<file path="config.mk">
export PLATFORM = sky130hd
export DESIGN_NAME = switch_nport_rr
export DESIGN_NICKNAME = d
export VERILOG_FILES = /design/src/rtl/packet_pkg.sv /design/src/rtl/rr_arbiter.sv /design/src/rtl/switch_nport_rr.sv
export SDC_FILE = /design/constraint.sdc
export NUM_CORES = 1
export LEC_CHECK = 0
export ABC_AREA = 1
export BUFFER_PORTS_ARGS = -buffer_cell sky130_fd_sc_hd__buf_2
export CAP_MARGIN = 10
export CORE_MARGIN = 5
export CORE_UTILIZATION = 52
export CTS_CLUSTER_DIAMETER = 200
export CTS_CLUSTER_SIZE = 40
export DETAILED_ROUTE_END_ITERATION = 16
export GPL_ROUTABILITY_DRIVEN = 0
export GPL_TIMING_DRIVEN = 0
export PLACE_DENSITY = 0.81
export SYNTH_ARGS = -nofsm -noshare
export SYNTH_HDL_FRONTEND = slang
export SYNTH_SLANG_ARGS = --single-unit
</file>
<file path="constraint.sdc">
create_clock -name clk -period 3.1 [get_ports clk]
set_input_delay 0.31 -clock clk [delete_from_list [all_inputs] [get_ports clk]]
set_output_delay 0.31 -clock clk [all_outputs]
set_load 0.005 [all_outputs]
</file>
<file path="src/rtl/packet_pkg.sv">
// ----------------------------------------------------------------------------
// packet_pkg
//   Shared defaults and helpers for the switch_nport_rr datapath.
//   - DEF_NUM_PORTS / DEF_DATA_WIDTH / DEF_FIFO_DEPTH : default geometry
//   - STAT_WIDTH : width of the per-port statistics counters
//   - is_onehot() : legality check for one-hot source/target fields
//   - sat_inc()   : saturating increment used by the statistics counters
// ----------------------------------------------------------------------------
package packet_pkg;

  localparam int DEF_NUM_PORTS  = 4;
  localparam int DEF_DATA_WIDTH = 8;
  localparam int DEF_FIFO_DEPTH = 4;
  localparam int STAT_WIDTH     = 16;

  localparam logic [STAT_WIDTH-1:0] STAT_MAX = '1;

  // Callers zero-extend their field to 32 bits, so this works for any port
  // count up to 32 without a width parameter.
  function automatic logic is_onehot(input logic [31:0] v);
    int cnt;
    cnt = 0;
    for (int b = 0; b < 32; b++) begin
      cnt = cnt + (v[b] ? 1 : 0);
    end
    return (cnt == 1);
  endfunction

  function automatic logic [STAT_WIDTH-1:0] sat_inc(input logic [STAT_WIDTH-1:0] v);
    return (v == STAT_MAX) ? v : v + STAT_WIDTH'(1);
  endfunction

endpackage

</file>
<file path="src/rtl/rr_arbiter.sv">
// ----------------------------------------------------------------------------
// rr_arbiter
//   Combinational round-robin selector: picks the first asserted request at
//   or after ptr, wrapping from REQ_WIDTH-1 back to 0.
//   Ports:
//     req    in  [REQ_WIDTH]  request vector
//     ptr    in  [PW]         highest-priority index this cycle
//     grant  out [REQ_WIDTH]  one-hot grant (all zero when no request)
//     winner out [PW]         index of the granted requester
//     any    out 1            at least one request present
// ----------------------------------------------------------------------------
module rr_arbiter #(
  parameter int REQ_WIDTH = 4,
  localparam int PW = (REQ_WIDTH > 1) ? $clog2(REQ_WIDTH) : 1
) (
  input  logic [REQ_WIDTH-1:0] req,
  input  logic [PW-1:0]        ptr,
  output logic [REQ_WIDTH-1:0] grant,
  output logic [PW-1:0]        winner,
  output logic                 any
);

  always_comb begin
    logic [PW:0]   sum;
    logic [PW-1:0] idx;
    grant  = '0;
    winner = '0;
    any    = 1'b0;
    sum    = '0;
    idx    = '0;
    // Scan from ptr upward; the extra bit in sum lets the wrap be a subtract.
    for (int k = 0; k < REQ_WIDTH; k++) begin
      sum = {1'b0, ptr} + (PW+1)'(k);
      if (sum >= (PW+1)'(REQ_WIDTH)) begin
        sum = sum - (PW+1)'(REQ_WIDTH);
      end
      idx = sum[PW-1:0];
      if (!any && req[idx]) begin
        any        = 1'b1;
        grant[idx] = 1'b1;
        winner     = idx;
      end
    end
  end

endmodule

</file>
<file path="src/rtl/switch_nport_rr.sv">
// ----------------------------------------------------------------------------
// switch_nport_rr
//   N-port packet switch: one FIFO per input, one round-robin arbiter and one
//   registered output stage per output, valid/ready on both sides.
//   Optional statistics: define SWITCH_NPORT_STATS_EN to enable drop_count /
//   tx_count; otherwise both outputs are tied to zero.
//   Ports:
//     clk, rst_n                       clock, async active-low reset
//     in_valid/in_ready   [N]          ingress handshake
//     in_source/in_target [N][N]       one-hot source / destination
//     in_data             [N][DW]      ingress payload
//     out_valid/out_ready [N]          egress handshake
//     out_source/out_target [N][N]     fields of the delivered packet
//     out_data            [N][DW]      egress payload
//     drop_count          [N][16]      per-input illegal packet count
//     tx_count            [N][16]      per-output delivered packet count
// ----------------------------------------------------------------------------
module switch_nport_rr
  import packet_pkg::*;
#(
  parameter int NUM_PORTS  = DEF_NUM_PORTS,
  parameter int DATA_WIDTH = DEF_DATA_WIDTH,
  parameter int FIFO_DEPTH = DEF_FIFO_DEPTH
) (
  input  logic                                   clk,
  input  logic                                   rst_n,
  input  logic [NUM_PORTS-1:0]                   in_valid,
  output logic [NUM_PORTS-1:0]                   in_ready,
  input  logic [NUM_PORTS-1:0][NUM_PORTS-1:0]    in_source,
  input  logic [NUM_PORTS-1:0][NUM_PORTS-1:0]    in_target,
  input  logic [NUM_PORTS-1:0][DATA_WIDTH-1:0]   in_data,
  output logic [NUM_PORTS-1:0]                   out_valid,
  input  logic [NUM_PORTS-1:0]                   out_ready,
  output logic [NUM_PORTS-1:0][NUM_PORTS-1:0]    out_source,
  output logic [NUM_PORTS-1:0][NUM_PORTS-1:0]    out_target,
  output logic [NUM_PORTS-1:0][DATA_WIDTH-1:0]   out_data,
  output logic [NUM_PORTS-1:0][STAT_WIDTH-1:0]   drop_count,
  output logic [NUM_PORTS-1:0][STAT_WIDTH-1:0]   tx_count
);

  localparam int AW = $clog2(FIFO_DEPTH);
  localparam int PW = (NUM_PORTS > 1) ? $clog2(NUM_PORTS) : 1;
  // FIFO entry layout: {source, target, data}
  localparam int EW = 2*NUM_PORTS + DATA_WIDTH;

  logic [NUM_PORTS-1:0][FIFO_DEPTH-1:0][EW-1:0] mem_q, mem_d;
  logic [NUM_PORTS-1:0][AW:0]                   wr_ptr_q, wr_ptr_d, rd_ptr_q, rd_ptr_d;
  logic                                         ready_en_q, ready_en_d;
  logic [NUM_PORTS-1:0]                         fifo_full, fifo_empty, legal, push, pop;
  logic [NUM_PORTS-1:0][EW-1:0]                 head;
  logic [NUM_PORTS-1:0][NUM_PORTS-1:0]          head_target;

  logic [NUM_PORTS-1:0][NUM_PORTS-1:0]          req_mat, grant;
  logic [NUM_PORTS-1:0][PW-1:0]                 winner, rr_ptr_q, rr_ptr_d;
  logic [NUM_PORTS-1:0]                         any_req, fire;

  logic [NUM_PORTS-1:0]                         out_valid_q, out_valid_d;
  logic [NUM_PORTS-1:0][NUM_PORTS-1:0]          out_source_q, out_source_d;
  logic [NUM_PORTS-1:0][NUM_PORTS-1:0]          out_target_q, out_target_d;
  logic [NUM_PORTS-1:0][DATA_WIDTH-1:0]         out_data_q, out_data_d;

  // ---------------------------------------------------------------- ingress
  // in_ready is held low during reset and comes up on the first edge after
  // release; ready_en_q provides that one-edge delay.
  assign ready_en_d = 1'b1;
  assign in_ready   = {NUM_PORTS{ready_en_q}} & ~fifo_full;
  // Illegal packets complete the handshake but are never written.
  assign push       = in_valid & in_ready & legal;

  for (genvar i = 0; i < NUM_PORTS; i++) begin : g_in
    assign fifo_empty[i]  = (wr_ptr_q[i] == rd_ptr_q[i]);
    assign fifo_full[i]   = (wr_ptr_q[i][AW] != rd_ptr_q[i][AW]) &&
                            (wr_ptr_q[i][AW-1:0] == rd_ptr_q[i][AW-1:0]);
    assign head[i]        = mem_q[i][rd_ptr_q[i][AW-1:0]];
    assign head_target[i] = head[i][DATA_WIDTH +: NUM_PORTS];
    assign legal[i]       = is_onehot(32'(in_target[i])) && is_onehot(32'(in_source[i]));
  end

  always_comb begin
    mem_d    = mem_q;
    wr_ptr_d = wr_ptr_q;
    rd_ptr_d = rd_ptr_q;
    for (int i = 0; i < NUM_PORTS; i++) begin
      if (push[i]) begin
        mem_d[i][wr_ptr_q[i][AW-1:0]] = {in_source[i], in_target[i], in_data[i]};
        wr_ptr_d[i] = wr_ptr_q[i] + (AW+1)'(1);
      end
      if (pop[i]) begin
        rd_ptr_d[i] = rd_ptr_q[i] + (AW+1)'(1);
      end
    end
  end

  // ------------------------------------------------------------ arbitration
  always_comb begin
    for (int o = 0; o < NUM_PORTS; o++) begin
      for (int i = 0; i < NUM_PORTS; i++) begin
        req_mat[o][i] = !fifo_empty[i] && head_target[i][o];
      end
    end
  end

  for (genvar o = 0; o < NUM_PORTS; o++) begin : g_arb
    rr_arbiter #(.REQ_WIDTH(NUM_PORTS)) u_arb (
      .req    (req_mat[o]),
      .ptr    (rr_ptr_q[o]),
      .grant  (grant[o]),
      .winner (winner[o]),
      .any    (any_req[o])
    );
    // The output register can take a new packet when empty or when its
    // current packet leaves this cycle (back-to-back throughput).
    assign fire[o] = any_req[o] && (!out_valid_q[o] || out_ready[o]);
  end

  // A head targets exactly one output, so grants never overlap per input.
  always_comb begin
    pop = '0;
    for (int o = 0; o < NUM_PORTS; o++) begin
      if (fire[o]) pop = pop | grant[o];
    end
  end

  // ----------------------------------------------------------------- egress
  always_comb begin
    out_valid_d  = out_valid_q;
    out_source_d = out_source_q;
    out_target_d = out_target_q;
    out_data_d   = out_data_q;
    rr_ptr_d     = rr_ptr_q;
    for (int o = 0; o < NUM_PORTS; o++) begin
      if (fire[o]) begin
        out_valid_d[o]  = 1'b1;
        out_source_d[o] = head[winner[o]][EW-1 -: NUM_PORTS];
        out_target_d[o] = head[winner[o]][DATA_WIDTH +: NUM_PORTS];
        out_data_d[o]   = head[winner[o]][DATA_WIDTH-1:0];
        rr_ptr_d[o]     = (winner[o] == PW'(NUM_PORTS-1)) ? '0 : winner[o] + PW'(1);
      end else if (out_ready[o]) begin
        out_valid_d[o]  = 1'b0;
      end
    end
  end

  // --------------------------------------------------------------- registers
  always_ff @(posedge clk or negedge rst_n) begin
    if (!rst_n) begin
      ready_en_q   <= 1'b0;
      wr_ptr_q     <= '0;
      rd_ptr_q     <= '0;
      rr_ptr_q     <= '0;
      out_valid_q  <= '0;
      out_source_q <= '0;
      out_target_q <= '0;
      out_data_q   <= '0;
    end else begin
      ready_en_q   <= ready_en_d;
      wr_ptr_q     <= wr_ptr_d;
      rd_ptr_q     <= rd_ptr_d;
      rr_ptr_q     <= rr_ptr_d;
      out_valid_q  <= out_valid_d;
      out_source_q <= out_source_d;
      out_target_q <= out_target_d;
      out_data_q   <= out_data_d;
    end
  end

  // Storage is only read when the pointers say it holds data, so no reset.
  always_ff @(posedge clk) begin
    mem_q <= mem_d;
  end

  assign out_valid  = out_valid_q;
  assign out_source = out_source_q;
  assign out_target = out_target_q;
  assign out_data   = out_data_q;

  // -------------------------------------------------------------- statistics
`ifdef SWITCH_NPORT_STATS_EN
  logic [NUM_PORTS-1:0][STAT_WIDTH-1:0] drop_cnt_q, drop_cnt_d, tx_cnt_q, tx_cnt_d;
  logic [NUM_PORTS-1:0]                 drop;

  assign drop = in_valid & in_ready & ~legal;

  always_comb begin
    drop_cnt_d = drop_cnt_q;
    tx_cnt_d   = tx_cnt_q;
    for (int i = 0; i < NUM_PORTS; i++) begin
      if (drop[i])                        drop_cnt_d[i] = sat_inc(drop_cnt_q[i]);
      if (out_valid_q[i] && out_ready[i]) tx_cnt_d[i]   = sat_inc(tx_cnt_q[i]);
    end
  end

  always_ff @(posedge clk or negedge rst_n) begin
    if (!rst_n) begin
      drop_cnt_q <= '0;
      tx_cnt_q   <= '0;
    end else begin
      drop_cnt_q <= drop_cnt_d;
      tx_cnt_q   <= tx_cnt_d;
    end
  end

  assign drop_count = drop_cnt_q;
  assign tx_count   = tx_cnt_q;
`else
  assign drop_count = '0;
  assign tx_count   = '0;
`endif

endmodule

</file>
==> impl_metrics.toml <==
[run_status]
outcome = "finished with violations"
violations = "negative hold slack, negative setup slack"

[global_routing]
gr-total-overflow = 0
grt_usage_pct = 24.7
grt_pass1_wl_mm = 87.0
grt_max_degree = 57
grt_pass1_vias = 16166
antenna_found_initial = 1

[yosys]
synth-seq-cells = 357
async_flop_share_pct = 28.3
synthCells = 2326
synth_area_um2 = 20500
synthDistinctLibCells = 48
synth_top_cell_by_area = "edfxtp_1"
synth.avg_cell_area_um2 = 8.79
yosysWarnings = 0
yosysSeqAreaShare_pct = 49.9
synth_top_flop_cell = "edfxtp_1"
synth_top_area_share_pct = 37.6
synthTopCellsByArea = "edfxtp_1 (38%), nand2_1 (15%), dfrtp_1 (12%), nand3_1 (6.9%), buf_4 (5.2%)"
synth_edf_count = 256

[timing]
rsz0062_at_grt = "true"
whs_ns = -0.00346
setup_ws_ns = -0.0297
post-route-period-util_pct = 101
relSlewSlack_pct = 33.8
setup_viol = 29
finalMaxSlewViolations = 0
max_freq_mhz = 320
finalHoldViolations = 1
fin_skew_ns = 0.0447
period_minus_slack_ns = 3.13
worstMarginPinSlew_ns = 0.993

[finish]
layout_commonest_cell = "nand2_1"
syn2layout_area_growth_pct = 13.5
final_cell_area_um2 = 23200
fillers = 3235
final_cell_mix = "nand2_1 (782), nand3_1 (281), edfxtp_1 (256), inv_1 (209), buf_2 (169)"
fin_util_pct = 59.9
drive_above_1_share_pct = 18.9
diodes = 0
final_nets = 2787

[setup_path]
critical_path_class = "in -> reg"
slowest_stage = "nor2_2"
required_ns = 3.27
crit_arrival_ns = 3.29
max_stage_delay_ns = 0.81
end_kind = "flip-flop"
crit_chain = "buf_2 > inv_1 > fa_1 > inv_1 > ha_1 > ha_1 > nor2_1 > nand3_1 > nor4b_1 > nand2_1 > nor2_2"
path_delay_family = "simple AND/OR/NAND/NOR gates"
cp_max_fo = 16
cp-start-kind = "input port"
cp.buffers_inverters = 3

[clock_network]
cts_tree = "done"
cts_buffers = 12
cts.sinks = 357
ctsRootBufferMaster = "clkbuf_16"
clkLatencyLatePin_ns = 0.55
htreeDepth = 1
clock_path_buffers = 3
clk_pin_slew_ns = 0.14

[floorplan]
core_area_um2 = 38700
die_w_um = 208
io-pin-count = 274
die_area_um2 = 43400
row_count = 72
die-height_um = 208
start_util_pct = 52.8

[worst_hold_path]
hp-class = "in -> reg"

[detailed_routing]
initialDrtViolationCount = 2112
viasPerCell = 5.43
ant_nets = 0
drt-total-wl_mm = 56.8
routedWlPerCell_um = 17.9
drt-pass1-iter-count = 7
num_vias = 17234
drc = 0

[placement]
numPortBuffers = 145
dp_hpwl_mm = 42.2
dpl_cell_area_um2 = 22500

[run]
drv_cap = 0
==> cell families (layout without fill, tap and decap cells) <==
kind of cell	after synthesis	after routing	synth area share (%)
compound gates	169	169	5.38
xor+xnor	14	14	0.691
fa+ha+maj	64	64	4.21
buf+inv	458	660	12.0
flops	357	357	49.9
mux	1	1	0.0551
other cells	2	129	0.0367
simple gates	1261	1261	27.6
==> stage by stage <==
step | worst slack [ns] | TNS (ns) | cells | hold WS [ns]
5_1_grt | -0.179 | -10.35 | 3173 | 0.00610
2_1_floorplan | 0.0262 | 0 | 2453 | 0.0144
6_report | -0.0297 | -0.743 | 3173 | -0.00346
3_3_place_gp | -1.04 | -225.83 | 3116 | 0.458
4_1_cts | -0.00790 | -0.0924 | 3166 | 0.000998
3_5_place_dp | -0.555 | -77.15 | 3125 | 0.458
==> metal layers <==
layer / vias to the layer above / global-route usage [%] / wire, µm
met4: 2 / 10.6 / 2870
met2: 1008 / 40.9 / 26700
met3: 205 / 5.53 / 6650
li1: 7998 / - / -
met5: - / 0 / 12
met1: 8021 / 31.6 / 20600
==> synthesized netlist by cell type, types with 13 or more instances <==
cell and count:
xor2_1 13, clkbuf_1 35, ha_1 56, nand3_1 281, nand3b_1 20, buf_4 143, edfxtp_1 256, nor2_1 64
buf_6 21, a21oi_1 47, nand2_2 34, nand3_2 18, nand2_1 791, nand4_1 19, buf_2 26, dfrtp_1 101
o21ai_0 39, inv_1 209, a32oi_1 36, o21ai_1 13, inv_2 15
==> cell type report <==
class / instances / area [µm²] / share of cell area (%)
Buffer: 226 / 1580 / 6.81
Clock buffer: 19 / 348 / 1.50
Clock inverter: 1 / 5.00 / 0.0216
Inverter: 232 / 890 / 3.83
Multi-Input combinational cell: 1638 / 8340 / 35.9
Sequential cell: 357 / 10200 / 44.0
Tap cell: 518 / 648 / 2.79
Timing Repair Buffer: 182 / 1180 / 5.09
==> final timing paths <==
path	start	end	slack [ns]	cells past startpoint
setup / recovery	in_target[4]	mem_q[83]$_DFFE_PP_	-0.03	11
hold / removal	in_data[28]	mem_q[244]$_DFFE_PP_	-0.003	1
setup reg to reg	rd_ptr_q[7]$_DFFE_PN0P_	out_data[31]$_DFFE_PN0P_	0.07	17
hold reg to reg	out_target[10]$_DFFE_PN0P_	out_target[10]$_DFFE_PN0P_	0.49	1
max in group asynchronous	rst_n	out_target[8]$_DFFE_PN0P_	1.99	3
min in group asynchronous	rst_n	wr_ptr_q[10]$_DFFE_PN0P_	0.41	2
==> registers in the layout, indices dropped and copies added, names as in the netlist, named ones only <==
name        cells
out_target     16
rr_ptr_q        4
out_data       32
mem_q         256
rd_ptr_q       12
out_source     16
out_valid       4
ready_en_q      1
wr_ptr_q       12
==> what timing repair did <==
item	in CTS	in global routing
setup endpoints to repair	29	193
setup buffers	0	3
pin swaps	0	3
endpoints found under the hold margin	120	13
hold buffers	21	4
gates resized for setup	1	22
Power is left out: the tool's default activity adds up to more than one toggle a clock period on the data nets, which glitch-free logic cannot reach.
